`config.mk`:
```
export PLATFORM = sky130hd
export DESIGN_NAME = dense_seq_ctrl_flat
export DESIGN_NICKNAME = d
export VERILOG_FILES = /design/src/rtl/nn_pkg.sv /design/src/rtl/dense_seq_ctrl_if.sv /design/src/rtl/fxp_requant.sv /design/src/rtl/dense_seq_ctrl.sv /design/src/flat_wrapper.sv
export SDC_FILE = /design/constraint.sdc
export NUM_CORES = 1
export LEC_CHECK = 0
export CORE_AREA = 2 2 171 173
export DETAILED_ROUTE_END_ITERATION = 8
export DIE_AREA = 0 0 173 175
export PLACE_DENSITY = 0.69
export SLEW_MARGIN = 20
export SYNTH_ARGS = -nofsm -noshare
export SYNTH_HDL_FRONTEND = slang
export SYNTH_SLANG_ARGS = --single-unit
export TNS_END_PERCENT = 30
```
`constraint.sdc`:
```
create_clock -name clk -period 6.85 [get_ports clk]
set_input_delay 1.37 -clock clk [delete_from_list [all_inputs] [get_ports clk]]
set_output_delay 1.37 -clock clk [all_outputs]
set_load 0.1 [all_outputs]
```
`src/rtl/nn_pkg.sv`:
```
// Shared types and width helpers for the dense-layer sequencer.
package nn_pkg;

    typedef enum logic [2:0] {
        S_IDLE,
        S_BIAS,
        S_MAC,
        S_DRAIN,
        S_WRITE,
        S_DONE
    } state_e;

    // Wide enough for a full N-term dot product of WIDTH x WIDTH products plus a shifted bias.
    function automatic int acc_width(input int width, input int n);
        return 2 * width + $clog2(n) + 1;
    endfunction

    // Keeps single-entry memories at a 1-bit address rather than zero width.
    function automatic int addr_width(input int depth);
        return (depth <= 1) ? 1 : $clog2(depth);
    endfunction

endpackage

```
`src/rtl/dense_seq_ctrl_if.sv`:
```
// Control handshake plus x/w/b read ports and y write port of the dense-layer sequencer.
interface dense_seq_ctrl_if #(
    parameter int B     = 15,
    parameter int M     = 64,
    parameter int N     = 2,
    parameter int WIDTH = 16
);
    import nn_pkg::*;

    localparam int XAW = addr_width(B * N);
    localparam int WAW = addr_width(M * N);
    localparam int BAW = addr_width(M);
    localparam int YAW = addr_width(B * M);

    logic                    start;
    logic                    busy;
    logic                    done;
    logic [XAW-1:0]          x_addr;
    logic signed [WIDTH-1:0] x_data;
    logic [WAW-1:0]          w_addr;
    logic signed [WIDTH-1:0] w_data;
    logic [BAW-1:0]          b_addr;
    logic signed [WIDTH-1:0] b_data;
    logic [YAW-1:0]          y_addr;
    logic signed [WIDTH-1:0] y_data;
    logic                    y_we;

    modport master (
        input  start, x_data, w_data, b_data,
        output busy, done, x_addr, w_addr, b_addr, y_addr, y_data, y_we
    );

    modport slave (
        output start, x_data, w_data, b_data,
        input  busy, done, x_addr, w_addr, b_addr, y_addr, y_data, y_we
    );

endinterface

```
`src/rtl/fxp_requant.sv`:
```
// Fixed-point requantisation: floor shift by FRAC, saturate to WIDTH, optional ReLU.
module fxp_requant #(
    parameter int WIDTH = 16,
    parameter int FRAC  = 8,
    parameter int ACC_W = 34,
    parameter int RELU  = 1
) (
    input  logic signed [ACC_W-1:0] acc,
    output logic signed [WIDTH-1:0] y
);

    localparam logic signed [ACC_W-1:0] MAX_V = {{(ACC_W-WIDTH+1){1'b0}}, {(WIDTH-1){1'b1}}};
    localparam logic signed [ACC_W-1:0] MIN_V = {{(ACC_W-WIDTH+1){1'b1}}, {(WIDTH-1){1'b0}}};

    logic signed [ACC_W-1:0] shifted;
    logic signed [WIDTH-1:0] sat;

    always_comb begin
        shifted = acc >>> FRAC;
        if (shifted > MAX_V) begin
            sat = {1'b0, {(WIDTH-1){1'b1}}};
        end else if (shifted < MIN_V) begin
            sat = {1'b1, {(WIDTH-1){1'b0}}};
        end else begin
            sat = shifted[WIDTH-1:0];
        end
        y = sat;
        if (RELU != 0 && sat[WIDTH-1]) begin
            y = '0;
        end
    end

endmodule

```
`src/rtl/dense_seq_ctrl.sv`:
```
// Sequencer for one dense layer: y[b][m] = requant(bias[m] + sum_k x[b][k]*w[m][k]).
//
// state   | meaning
// IDLE    | waiting for start; all outputs 0
// BIAS    | b_addr=m issued, bias word arrives next cycle
// MAC     | N cycles issuing x/w addresses; first cycle loads bias, rest accumulate
// DRAIN   | accumulate product of the last MAC address pair
// WRITE   | y_we=1 with requantised acc at b*M+m
// DONE    | one-cycle done pulse, back to IDLE
module dense_seq_ctrl
    import nn_pkg::*;
#(
    parameter int B     = 15,
    parameter int M     = 64,
    parameter int N     = 2,
    parameter int WIDTH = 16,
    parameter int FRAC  = 8,
    parameter int RELU  = 1
) (
    input  logic             clk,
    input  logic             rst,
    dense_seq_ctrl_if.master bus
);

    localparam int ACC_W = acc_width(WIDTH, N);
    localparam int BW    = addr_width(B);
    localparam int MW    = addr_width(M);
    localparam int KW    = addr_width(N);
    localparam int XAW   = addr_width(B * N);
    localparam int WAW   = addr_width(M * N);
    localparam int YAW   = addr_width(B * M);

    state_e                  state_q, state_d;
    logic [BW-1:0]           b_q, b_d;
    logic [MW-1:0]           m_q, m_d;
    logic [KW-1:0]           k_q, k_d;
    logic signed [ACC_W-1:0] acc_q, acc_d;

    logic signed [2*WIDTH-1:0] prod;
    logic signed [ACC_W-1:0]   prod_ext;
    logic signed [ACC_W-1:0]   bias_ext;
    logic signed [WIDTH-1:0]   y_req;

    assign prod     = bus.x_data * bus.w_data;
    assign prod_ext = {{(ACC_W-2*WIDTH){prod[2*WIDTH-1]}}, prod};
    assign bias_ext = {{(ACC_W-WIDTH){bus.b_data[WIDTH-1]}}, bus.b_data} <<< FRAC;

    fxp_requant #(
        .WIDTH (WIDTH),
        .FRAC  (FRAC),
        .ACC_W (ACC_W),
        .RELU  (RELU)
    ) u_requant (
        .acc (acc_q),
        .y   (y_req)
    );

    always_ff @(posedge clk or posedge rst) begin
        if (rst) begin
            state_q <= S_IDLE;
            b_q     <= '0;
            m_q     <= '0;
            k_q     <= '0;
            acc_q   <= '0;
        end else begin
            state_q <= state_d;
            b_q     <= b_d;
            m_q     <= m_d;
            k_q     <= k_d;
            acc_q   <= acc_d;
        end
    end

    always_comb begin
        state_d    = state_q;
        b_d        = b_q;
        m_d        = m_q;
        k_d        = k_q;
        acc_d      = acc_q;
        bus.busy   = 1'b0;
        bus.done   = 1'b0;
        bus.x_addr = '0;
        bus.w_addr = '0;
        bus.b_addr = '0;
        bus.y_addr = '0;
        bus.y_data = '0;
        bus.y_we   = 1'b0;

        unique case (state_q)
            S_IDLE: begin
                if (bus.start) begin
                    state_d = S_BIAS;
                    b_d     = '0;
                    m_d     = '0;
                    k_d     = '0;
                end
            end

            S_BIAS: begin
                bus.busy   = 1'b1;
                bus.b_addr = m_q;
                k_d        = '0;
                state_d    = S_MAC;
            end

            S_MAC: begin
                bus.busy   = 1'b1;
                bus.x_addr = XAW'(int'(b_q) * N + int'(k_q));
                bus.w_addr = WAW'(int'(m_q) * N + int'(k_q));
                // Data on the ports belongs to the previous cycle's address: bias first, then products.
                if (k_q == '0) begin
                    acc_d = bias_ext;
                end else begin
                    acc_d = acc_q + prod_ext;
                end
                if (k_q == KW'(N - 1)) begin
                    state_d = S_DRAIN;
                end else begin
                    k_d = k_q + KW'(1);
                end
            end

            S_DRAIN: begin
                bus.busy = 1'b1;
                acc_d    = acc_q + prod_ext;
                state_d  = S_WRITE;
            end

            S_WRITE: begin
                bus.busy   = 1'b1;
                bus.y_we   = 1'b1;
                bus.y_addr = YAW'(int'(b_q) * M + int'(m_q));
                bus.y_data = y_req;
                if (m_q == MW'(M - 1)) begin
                    m_d = '0;
                    if (b_q == BW'(B - 1)) begin
                        state_d = S_DONE;
                    end else begin
                        b_d     = b_q + BW'(1);
                        state_d = S_BIAS;
                    end
                end else begin
                    m_d     = m_q + MW'(1);
                    state_d = S_BIAS;
                end
            end

            S_DONE: begin
                bus.done = 1'b1;
                state_d  = S_IDLE;
            end

            default: begin
                state_d = S_IDLE;
            end
        endcase
    end

endmodule

```
`src/flat_wrapper.sv`:
```
// flat-port wrapper written by rule: the top's interface ports become plain ports
module dense_seq_ctrl_flat import nn_pkg::*;
#(
    parameter int B     = 15,
    parameter int M     = 64,
    parameter int N     = 2,
    parameter int WIDTH = 16,
    parameter int FRAC  = 8,
    parameter int RELU  = 1
)
  (clk, rst, bus_start, bus_x_data, bus_w_data, bus_b_data, bus_busy, bus_done, bus_x_addr, bus_w_addr, bus_b_addr, bus_y_addr, bus_y_data, bus_y_we);
  dense_seq_ctrl_if #(.B(B), .M(M), .N(N), .WIDTH(WIDTH)) bus_i ();
  input  logic clk;
  input  logic rst;
  input wire logic [$bits(bus_i.start)-1:0] bus_start;
  input wire logic [$bits(bus_i.x_data)-1:0] bus_x_data;
  input wire logic [$bits(bus_i.w_data)-1:0] bus_w_data;
  input wire logic [$bits(bus_i.b_data)-1:0] bus_b_data;
  output wire logic [$bits(bus_i.busy)-1:0] bus_busy;
  output wire logic [$bits(bus_i.done)-1:0] bus_done;
  output wire logic [$bits(bus_i.x_addr)-1:0] bus_x_addr;
  output wire logic [$bits(bus_i.w_addr)-1:0] bus_w_addr;
  output wire logic [$bits(bus_i.b_addr)-1:0] bus_b_addr;
  output wire logic [$bits(bus_i.y_addr)-1:0] bus_y_addr;
  output wire logic [$bits(bus_i.y_data)-1:0] bus_y_data;
  output wire logic [$bits(bus_i.y_we)-1:0] bus_y_we;
  assign bus_i.start = bus_start;
  assign bus_i.x_data = bus_x_data;
  assign bus_i.w_data = bus_w_data;
  assign bus_i.b_data = bus_b_data;
  assign bus_busy = bus_i.busy;
  assign bus_done = bus_i.done;
  assign bus_x_addr = bus_i.x_addr;
  assign bus_w_addr = bus_i.w_addr;
  assign bus_b_addr = bus_i.b_addr;
  assign bus_y_addr = bus_i.y_addr;
  assign bus_y_data = bus_i.y_data;
  assign bus_y_we = bus_i.y_we;
  dense_seq_ctrl #(.B(B), .M(M), .N(N), .WIDTH(WIDTH), .FRAC(FRAC), .RELU(RELU)) u_core (.clk(clk), .rst(rst), .bus(bus_i));
endmodule
```
==> Yosys cells after proc, flatten, opt, wreduce, memory -nomap -nowiden <==
Cells that the tools add are included.
{ "op_classes": {"add_sub_neg": 7, "multipliers": 1, "order_cmp": 2, "eq_ne": 11, "mux": 28, "reduce_logical": 9} }
{ "op_table": {"columns": ["cell", "count"], "rows": [
  ["case mux 34 bit (2 select lines)", 1],
  ["adder 34 x 32 -> 34 bit", 1],
  ["two-way mux 34 bit", 1],
  ["multiplier 16 x 16 -> 32 bit", 1],
  ["two-way mux 16 bit", 2],
  ["two-way mux 15 bit", 2],
  ["greater-than comparator 26 x 16 -> 1 bit, second input constant", 1],
  ["less-than comparator 26 x 16 -> 1 bit, second input constant", 1],
  ["two-way mux 6 bit", 3],
  ["case mux 3 bit (5 select lines)", 1],
  ["two-way mux 3 bit", 4],
  ["two-way mux 4 bit", 3],
  ["case mux 6 bit (2 select lines)", 1],
  ["adder 10 x 6 -> 10 bit", 1],
  ["two-way mux 10 bit", 1],
  ["case mux 4 bit (2 select lines)", 1],
  ["adder 7 x 1 -> 7 bit", 1],
  ["two-way mux 7 bit", 1],
  ["adder 6 x 1 -> 6 bit, second input constant", 1],
  ["== test 3 x 2 -> 1 bit, second input constant", 2],
  ["== test 3 bit, second input constant", 2],
  ["== test 6 bit, second input constant", 1],
  ["AND reduction 2 bit", 3],
  ["adder 5 x 1 -> 5 bit", 1],
  ["other kinds (14)", 21]
]} }
{ "word_totals": {"regBits": 48, "in_bits": 51, "out_inout_bits": 47, "wordCells": 63} }

==> Logic depth before layout (Yosys ltp) <==
Gate-level depths: netlist (run 1).
{ "depth": {"ltp_word": 5, "ltp_mapped": 22, "depth_no_buf": 21} }

==> Cells and area by module <==
A second synthesis (run 1) with hierarchy kept.
{ "hier_totals": {"cells_unflattened": 1551, "hier_area_um2": 14057.2} }
{ "modules_own_cells": {"columns": ["mod", "instances", "cells_per_inst", "area_each_um2", "seq_area_each_um2"], "rows": [
  ["dense_seq_ctrl", 1, 1512, 13803.2, 1201.2],
  ["fxp_requant", 1, 39, 254.0, 0.0]
]} }

==> Worst setup path after synthesis (run 1) <==
Ideal clock, no wire load.
{ "synth_timing": {"path_type": "input -> register", "from": "in bus_x_data[15]", "to": "reg u_core.acc_q[33]", "setup_time_ns": 0.123, "arrival_time_ns": 6.862, "t_required_ns": 6.727, "slack_ns": -0.134, "stages": 22, "path_buffers": 2, "cell_sequence": "clkbuf_1 > nand2_1 > inv_1 > fa_1 > fa_1 > inv_1 > fa_1 > inv_1 > fa_1 > fa_1 > inv_1 > fa_1 > inv_1 > ha_1 > clkbuf_1 > a21o_1 > a21o_1 > a21o_2 > a21o_2 > o41ai_2 > xnor2_1 > o21ai_2"} }
{ "synth_between": {"elab_chain_cells": 4} }
{ "synth_rtl": {"columns": ["item", "line", "source"], "rows": [
  ["start, declared", "flat_wrapper.sv:16", "input wire logic [$bits(bus_i.x_data)-1:0] bus_x_data;"],
  ["multiplier 16 x 16 -> 32 bit (*)", "dense_seq_ctrl.sv:44", "assign prod = bus.x_data * bus.w_data;"],
  ["adder 34 x 32 -> 34 bit (*)", "dense_seq_ctrl.sv:114, dense_seq_ctrl.sv:125", null],
  ["two-way mux 34 bit", "dense_seq_ctrl.sv:111", "if (k_q == '0) begin"],
  ["case mux 34 bit (2 select lines) (*)", "dense_seq_ctrl.sv:89", "unique case (state_q)"],
  ["end signal, assigned", "dense_seq_ctrl.sv:64", "acc_q <= '0;"],
  ["end signal, assigned", "dense_seq_ctrl.sv:70", "acc_q <= acc_d;"],
  ["end, declared", "dense_seq_ctrl.sv:37", "logic signed [ACC_W-1:0] acc_q, acc_d;"]
]} }
Every way passes the cells marked *; elsewhere a longest branch is shown, timed or not.
A chain may end at the register's enable or synchronous reset.

==> Final worst setup path (run 1) <==
{ "layout_timing": {"from": "in bus_w_data[7]", "to": "reg u_core.acc_q[22]"} }
{ "layout_between": {"elab_chain_cells": 4} }
{ "layout_rtl": {"columns": ["item", "line", "source"], "rows": [
  ["start, declared", "flat_wrapper.sv:17", "input wire logic [$bits(bus_i.w_data)-1:0] bus_w_data;"],
  ["multiplier 16 x 16 -> 32 bit (*)", "dense_seq_ctrl.sv:44", null],
  ["adder 34 x 32 -> 34 bit (*)", "dense_seq_ctrl.sv:114, dense_seq_ctrl.sv:125", null],
  ["two-way mux 34 bit", "dense_seq_ctrl.sv:111", null],
  ["case mux 34 bit (2 select lines) (*)", "dense_seq_ctrl.sv:89", null]
]} }
Marked as above.

==> impl_metrics.toml, run 1 <==
[outcome]
status = "finished, final reports clean"

[die]
die_h_um = 175
die_w_um = 173
row_count = 62
core_um2 = 28400
start_util_pct = 49.2
boundaryPins = 98
fp.dieArea_um2 = 30300

[timing]
setup_viol = 0
max_freq_mhz = 150
min_period_over_period_pct = 97.4
finalCriticalPeriod_ns = 6.67
skew_ns = 0.00574
slew_headroom_pct = 29.4
hold_violations = 0
drv_slew = 0
tightest_slew_ns = 1.05
rsz0062_at_grt = "true"

[grt]
grt_pass1_vias = 12109
grt_start_max_net_pins = 49
grt_antenna_before_repair = 0
grt_first_pass_wirelength_um = 59300
grt_usage_pct = 24.0
grt_overflow = 0

[critical_path]
critPathKind = "in2reg"
critPathMostFrequentCell = "fa_1"
rr_startpoint = "u_core.acc_q[15]"
cp-end-kind = "register"
path_cells = "dlygate4sd2_1 -> buf_12 -> buf_4 -> buf_4 -> and2_1 -> fa_1 -> ha_1 -> inv_1 -> fa_1 -> fa_1 -> inv_1 -> fa_1 -> inv_2 -> fa_1 -> inv_1 -> ha_4 -> nand2_2 -> nor2_1 -> nand4_1 -> and3_4 -> or3_1 -> a311o_1 -> nand2_1"
cp.arrival_ns = 6.91
slowest_delay_ns = 0.55
cp_max_fo = 9
worstPathRequired_ns = 7.08
slowest_stage = "fa_1"
crit_start = "bus_w_data[7]"
start_kind = "input port"

[yosys]
synth-edff-count = 0
syn_nets = 2009
ys_types = 63
yosys.cell_count.top_type = "inv_1"
ys_warn_count = 0
synth_mux_area_share_pct = 0.224
synthCells = 1548
synth-compound-area-share_pct = 8.74
synth_fa_ha_area_share_pct = 53.1
synth_xor_area_share_pct = 2.32
synth-seq-area-share_pct = 8.60
netlist.top_cell.by_area = "fa_1"
synth.area.top_cells = "fa_1 (44%), inv_1 (9.6%), ha_1 (9.4%)"
synth.avg_cell_area_um2 = 9.02
synth-simple-area-share_pct = 15.4
synth_seq_cells = 48
netlist_top_cells_count = "inv_1 (356), fa_1 (305), nand2_1 (180), and2_1 (135), ha_1 (105)"
synth_top_area_share_pct = 43.7
synth_ff_type = "dfrtp_1"
synth_top_family_by_area = "adder cells"
syn_area_um2 = 14000
synthArstFlopShare_pct = 100

[clocking]
numCtsBuffers = 5
clk_pin_slew_ns = 0.07
cts_hold_buf = 0
cts_tree = "built"
cts-root-buf = "clkbuf_16"
cts_sinks = 48
htree_levels = 2
clock_path_buffers = 2
clkLatencyLatePin_ns = 0.29

[placed_design]
dpl_cell_area_um2 = 16600
numPortBuffers = 96
dp_hpwl_um = 29700
gp_congestion = 0.900

[cells_and_area]
drive_above_1_share_pct = 16.3
final_area_um2 = 17400
nets = 2246
regArea_um2 = 1200
n_fill_cell = 2451
multi_input_area_um2 = 11500
antenna_cells = 0
areaGrowthSynthToFinish_pct = 24.8

[route]
drt-pass1-iter-count = 5
drt_iter0_drc = 554
route.detailed.drc = 0
vias_per_cell = 5.14
routed_wl_um = 35900
ant_nets = 0
vias = 11147
wl_per_cell_um = 16.5

[hold_path]
hold_start = "u_core.acc_q[2]"
hold_class = "reg2reg"

[run]
drv_cap = 0
[sequential cells by signal, indices dropped and copies added, names as in the netlist]
signal          cells
u_core.k_q          1
u_core.acc_q       34
u_core.state_q      3
u_core.b_q          4
u_core.m_q          6
[metrics by stage]
step	std cells	setup WS (ns)	setup TNS, ns	util (%)	hold WS (ns)
2_1_floorplan	1548	0.0179	0	-	0.450
3_3_place_gp	2136	-0.409	-6.79	58.6	0.469
3_5_place_dp	2136	-0.492	-8.16	58.6	0.483
4_1_cts	2157	-0.0175	-0.0252	60.2	0.498
5_1_grt	2170	-0.0730	-0.283	61.4	0.552
6_report	2170	0.175	0	61.4	0.496
[timing repair]
action / in CTS / in global routing
endpoints found under the setup margin: 19 / 21
gates cloned: 2 / 8
gates resized for setup: 56 / 69
buffers inserted: 11 / 5
pin swaps: 32 / 53
[cell usage in the layout (no fill, tap or decap), types with 17 or more instances in the layout]
cell type	count
a21oi_1	39
and2_1	130
and3_1	17
buf_4	164
clkdlybuf4s50_1	66
dfrtp_1	48
fa_1	297
ha_1	95
inv_1	349
nand2_1	177
nor2_1	49
o21a_1	18
o21ai_0	41
xnor2_1	20
xor2_1	17
[per-layer routing]
metal | track usage, % | part of all wire [%]
met1 | 31.5 | 40
met2 | 44.1 | 53
met3 | 1.87 | 3.6
met4 | 4.59 | 2.7
met5 | 0 | 0
[cell families after synthesis]
kind of cell	Yosys count
other	1
adders and majority gates	410
buffers and inverters	424
muxes	3
and+or+nand+nor	438
DFF	48
xor gates and xnor gates	37
AOI/OAI and AO/OA	187
[final cells by class]
class / count / share of cell area, %
tap: 384 / 2.76
inverter: 356 / 7.68
multi-input combinational: 1076 / 65.9
timing repair buffer: 298 / 15.8
clock buffer: 5 / 0.718
clock inverter: 3 / 0.244
sequential: 48 / 6.89
[worst paths after layout]
| path | slack (ns) | depth (start not counted) | to |
|---|---|---|---|
| worst max-delay path | 0.18 | 23 | u_core.acc_q[22] |
| worst min-delay path | 0.50 | 2 | u_core.acc_q[2] |
| worst max register to register | 1.86 | 18 | u_core.acc_q[22] |
| worst min register to register | 0.50 | 2 | u_core.acc_q[2] |
| max in group asynchronous | 4.79 | 2 | u_core.acc_q[4] |
| min in group asynchronous | 1.54 | 2 | u_core.acc_q[31] |
[critical path: cells and delay by family]
kind                       cells  cell delay, ns
adders and majority gates      7            3.09
AOI/OAI and AO/OA              1            0.35
buffers and inverters          8            0.95
and+or+nand+nor                7            1.14
Power of run 1 is left out: the tool's default activity adds up to more than one toggle a clock period on the data nets, which glitch-free logic cannot reach.
==> run 2: changes to the inputs <==
--- a/config.mk
+++ b/config.mk
@@ -5,10 +5,11 @@
 export SDC_FILE = /design/constraint.sdc
 export NUM_CORES = 1
 export LEC_CHECK = 0
-export CORE_AREA = 2 2 171 173
+export CORE_AREA = 2 2 152 154
+export CTS_BUF_LIST = sky130_fd_sc_hd__clkbuf_4 sky130_fd_sc_hd__clkbuf_8 sky130_fd_sc_hd__clkbuf_16
 export DETAILED_ROUTE_END_ITERATION = 8
-export DIE_AREA = 0 0 173 175
-export PLACE_DENSITY = 0.69
+export DIE_AREA = 0 0 154 156
+export PLACE_DENSITY = 0.84
 export SLEW_MARGIN = 20
 export SYNTH_ARGS = -nofsm -noshare
 export SYNTH_HDL_FRONTEND = slang
==> impl_metrics.toml, run 2 (same netlist as run 1, synthesis figures left out) <==
[outcome]
status = "finished, final reports clean"

[critical_path]
cp.arrival_ns = 7.04
cp_max_fo = 8
start_kind = "input port"
path_delay_family = "adder cells"
slowest_delay_ns = 0.54
worstPathRequired_ns = 7.06
path_cells = "clkdlybuf4s50_1 -> buf_6 -> buf_4 -> and2_1 -> fa_1 -> fa_1 -> fa_1 -> fa_1 -> fa_1 -> inv_1 -> fa_1 -> inv_2 -> ha_4 -> nand4_1 -> nor2_2 -> o211ai_4 -> nand2_2 -> buf_6 -> a31oi_4 -> or3_1 -> a31oi_1"
path_buf_inv = 6
critPathKind = "in2reg"
cp-end-kind = "register"
slowest_stage = "fa_1"
critPathMostFrequentCell = "fa_1"

[hold_path]
hold_class = "reg2reg"

[timing]
tightest_slew_ns = 1.03
hold_violations = 0
max_freq_mhz = 147
setup_tns_ns = 0
drv_slew = 0
skew_ns = 0.00723
min_period_over_period_pct = 99.6
slew_headroom_pct = 31.0
rsz0062_at_grt = "true"
finalCriticalPeriod_ns = 6.83
setup_viol = 0

[placed_design]
numPortBuffers = 96
gp_congestion = 0.915
dp_hpwl_um = 30800
dpl_cell_area_um2 = 16400

[clocking]
clock_path_buffers = 2
cts_sinks = 48
clkLatencyLatePin_ns = 0.29
htree_levels = 2
numCtsBuffers = 5
cts_tree = "built"
cts_hold_buf = 0
cts-root-buf = "clkbuf_16"
clk_pin_slew_ns = 0.07

[die]
row_count = 55
die_h_um = 156
start_util_pct = 62.4
boundaryPins = 98
fp.dieArea_um2 = 24000
die_w_um = 154
core_um2 = 22400

[cells_and_area]
largestRegisters = "u_core.acc_q: 34 flops, u_core.m_q: 6 flops, u_core.b_q: 4 flops"
n_fill_cell = 1351
layout_commonest_cell = "inv_1"
final_area_um2 = 17600
antenna_cells = 0
top_register = "u_core.acc_q"
drive_above_1_share_pct = 19.3
multi_input_area_um2 = 11700
largest_reg_flops = 34
areaGrowthSynthToFinish_pct = 25.8
final_util_pct = 78.5
regArea_um2 = 1200
nets = 2253
final_cell_mix = "inv_1 (335), fa_1 (292), nand2_1 (169)"

[route]
wl_per_cell_um = 19.7
routed_wl_um = 40800
drt_iter0_drc = 1172
ant_nets = 0
vias_per_cell = 5.80
route.detailed.drc = 0
drt-pass1-iter-count = 7
vias = 12061

[grt]
grt_antenna_before_repair = 0
grt_first_pass_wirelength_um = 63000
grt_overflow = 0
grt_start_max_net_pins = 49
grt_usage_pct = 33.1
grt_pass1_vias = 13052

[run]
drv_cap = 0
-- run 2: changes by cell type in the layout (fill, tap and decap cells not counted), moves of 5 or more --
| cell | before | now |
|---|---|---|
| buf_6 | 16 | 27 |
| clkbuf_2 | 3 | 9 |
| dlymetal6s2s_1 | 16 | 10 |
| fa_1 | 297 | 292 |
| fa_2 | 8 | 13 |
| ha_1 | 95 | 88 |
| ha_4 | 9 | 17 |
| inv_1 | 349 | 335 |
| inv_2 | 6 | 20 |
| nand2_1 | 177 | 169 |
| nand2_2 | 2 | 11 |
-- run 2: cell type report --
cell class	count	area share [%]
Multi-Input combinational cell	1076	66.5
Tap cell	285	2.03
Clock inverter	2	0.221
Inverter	356	7.61
Clock buffer	6	0.791
Sequential cell	48	6.84
Timing Repair Buffer	305	16.0
-- run 2: metal layers --
metal / GRT usage [%] / vias up / wire length [µm]
met4: 14.7 / 0 / 2620
met5: 0 / - / 0
li1: - / 5176 / -
met3: 4.61 / 200 / 2700
met1: 38.3 / 6063 / 14100
met2: 61.4 / 622 / 21500
-- run 2: tightest hold or removal path: stages, from the launching register on --
cell and delay (ns):
dfrtp_1 0.35, nand2_1 0.05, o21ai_0 0.06
-- run 2: what timing repair did --
action                     in CTS  in global routing
buffers inserted               16                 16
pin swaps                      37                 78
gates resized for setup        77                121
setup endpoints to repair      21                 21
gates cloned                    3                  2
-- run 2: path summary, 6_finish.rpt --
kind / start / cells after the start / endpoint / slack [ns]
worst min-delay path: u_core.acc_q[0] / 2 / u_core.acc_q[0] / 0.50
max in group asynchronous: rst / 2 / u_core.acc_q[5] / 4.77
min in group asynchronous: rst / 2 / u_core.acc_q[32] / 1.55
worst max register to register: u_core.acc_q[15] / 19 / u_core.acc_q[19] / 1.88
worst max-delay path: bus_x_data[2] / 21 / u_core.acc_q[19] / 0.02
worst min register to register: u_core.acc_q[0] / 2 / u_core.acc_q[0] / 0.50
-- run 2: through the flow --
stage	setup slack, ns	std cells	hold slack [ns]
3_5_place_dp	-0.614	2033	0.485
6_report	0.0249	2078	0.502
5_1_grt	-0.0697	2078	0.524
4_1_cts	0.000205	2060	0.503
2_1_floorplan	0.0179	1548	0.450
3_3_place_gp	-0.496	2033	0.472
Power of run 2 is left out for the same reason.
==> run 3: changes to the inputs <==
--- a/config.mk
+++ b/config.mk
@@ -5,11 +5,11 @@
 export SDC_FILE = /design/constraint.sdc
 export NUM_CORES = 1
 export LEC_CHECK = 0
-export CORE_AREA = 2 2 152 154
+export CORE_AREA = 2 2 163 165
 export CTS_BUF_LIST = sky130_fd_sc_hd__clkbuf_4 sky130_fd_sc_hd__clkbuf_8 sky130_fd_sc_hd__clkbuf_16
 export DETAILED_ROUTE_END_ITERATION = 8
-export DIE_AREA = 0 0 154 156
-export PLACE_DENSITY = 0.84
+export DIE_AREA = 0 0 165 167
+export PLACE_DENSITY = 0.74
 export SLEW_MARGIN = 20
 export SYNTH_ARGS = -nofsm -noshare
 export SYNTH_HDL_FRONTEND = slang
==> constraint.sdc (replaced) <==
create_clock -name clk -period 7.7 [get_ports clk]
set_input_delay 1.54 -clock clk [delete_from_list [all_inputs] [get_ports clk]]
set_output_delay 1.54 -clock clk [all_outputs]
set_load 0.1 [all_outputs]
==> impl_metrics.toml, run 3 (same netlist as run 1, synthesis figures left out) <==
[outcome]
status = "finished, final reports clean"

[timing]
slew_headroom_pct = 30.1
max_freq_mhz = 134
rsz0062_at_grt = "false"
fin_ws_ns = 0.232
setup_tns_ns = 0
min_period_over_period_pct = 97.0
tightest_slew_ns = 1.05
finalCriticalPeriod_ns = 7.47
skew_ns = 0.00535
hold_violations = 0
drv_slew = 0
hold_ws_ns = 0.496
setup_viol = 0

[critical_path]
worstPathRequired_ns = 7.93
path_delay_family = "adder cells"
start_kind = "input port"
slowest_stage = "clkdlybuf4s50_1"
cp_max_fo = 12
rr_startpoint = "u_core.acc_q[15]"
critPathKind = "in2reg"
path_cells = "clkdlybuf4s50_1 -> and2_1 -> fa_1 -> inv_1 -> fa_1 -> fa_1 -> inv_1 -> fa_1 -> fa_1 -> inv_1 -> fa_1 -> inv_1 -> ha_1 -> nand3_1 -> nor2_1 -> nand4_1 -> and3_1 -> or3_1 -> a311o_1 -> nand2_1"
critPathMostFrequentCell = "fa_1"
crit_start = "bus_x_data[9]"
crit_cells = 20
path_buf_inv = 5
cp-end-kind = "register"
slowest_delay_ns = 0.73
reg2reg_to = "u_core.acc_q[33]"
rr_worst_depth = 17
regToRegSetupSlack_ns = 2.66
cp.arrival_ns = 7.70
crit_end = "u_core.acc_q[22]"

[run]
drv_cap = 0

[clocking]
cts-root-buf = "clkbuf_16"
cts_sinks = 48
cts_hold_buf = 0
clk_pin_slew_ns = 0.07
cts_tree = "built"
htree_levels = 2
clock_path_buffers = 2
clkLatencyLatePin_ns = 0.29
post-cts-setup-buffers = 0
numCtsBuffers = 5

[cells_and_area]
top_register = "u_core.acc_q"
drive_above_1_share_pct = 6.50
final_area_um2 = 15900
final_cell_mix = "inv_1 (355), fa_1 (305), nand2_1 (180)"
largestRegisters = "u_core.acc_q: 34 flops, u_core.m_q: 6 flops, u_core.b_q: 4 flops"
areaGrowthSynthToFinish_pct = 13.7
antenna_cells = 0
layout_commonest_cell = "inv_1"
largest_reg_flops = 34
nets = 2122

[placed_design]
dp_hpwl_um = 29200
numPortBuffers = 96
gp_congestion = 0.894
dpl_cell_area_um2 = 15700
dp_slack_ns = -0.0679

[grt]
grt_first_pass_wirelength_um = 57100
grt_overflow = 0
grt_usage_pct = 25.8
grt_start_max_net_pins = 49
grt_pass1_vias = 11659
grt_antenna_before_repair = 0

[die]
die_w_um = 165
core_um2 = 25800
fp.dieArea_um2 = 27600
boundaryPins = 98
start_util_pct = 54.2
row_count = 59
die_h_um = 167

[route]
drt_iter0_drc = 662
vias = 10569
wl_per_cell_um = 16.6
vias_per_cell = 5.30
routed_wl_um = 33100
ant_nets = 0
route.detailed.drc = 0
drt-pass1-iter-count = 4

[hold_path]
hold_class = "reg2reg"
run 3: cell types whose count changed in the layout (fill, tap and decap cells not counted), moves of 20 or more:
cell             change
inv_1               +20
inv_2               -20
buf_4               -91
buf_6               -27
clkdlybuf4s50_1     +26
run 3: what timing repair did:
action / in CTS / in global routing
resized for setup: 0 / 3
endpoints found under the hold margin: 0 / 0
endpoints found under the setup margin: 0 / 3
run 3: worst register-to-register path, delay by kind of cell, from the launching register on:
family          cells  cell delay [ns]
compound gates      6             1.30
flops               1             0.38
fa+ha+maj           6             2.72
buf+inv             4             0.35
xor+xnor            1             0.19
run 3: per-stage QoR:
stage               utilization [%]  cells
finish                         61.6   1996
global route                   61.6   1996
CTS                            61.6   1996
detailed placement             61.1   1989
global placement               61.1   1989
floorplan                         -   1548
run 3: worst min path at each step:
stage | startpoint | endpoint | slack [ns] | depth (start not counted)
global placement | u_core.acc_q[0] | u_core.acc_q[0] | 0.47 | 2
floorplan | u_core.acc_q[6] | u_core.acc_q[6] | 0.45 | 2
CTS | u_core.acc_q[0] | u_core.acc_q[0] | 0.50 | 2
global route | u_core.acc_q[7] | u_core.acc_q[7] | 0.53 | 2
detailed placement | u_core.acc_q[0] | u_core.acc_q[0] | 0.48 | 2
finish | u_core.acc_q[0] | u_core.acc_q[0] | 0.50 | 2
run 3: final cells by class:
class	count	area, µm²
fillers	2181	9890
clock buffers	5	125
repair buffers	174	1620
multi-input cells	1076	11200
inverters	356	1340
clock inverters	2	12.5
flip-flops and latches	48	1200
well taps	335	419
run 3: metal layers:
| layer | up-vias | track usage [%] | share of wire [%] |
|---|---|---|---|
| met5 | - | 0 | 0 |
| met4 | 0 | 4.42 | 1.7 |
| met3 | 45 | 2.07 | 2.8 |
| met2 | 206 | 47.0 | 54 |
| met1 | 5413 | 34.0 | 41 |
| li1 | 4905 | - | - |
Power of run 3 is left out for the same reason.
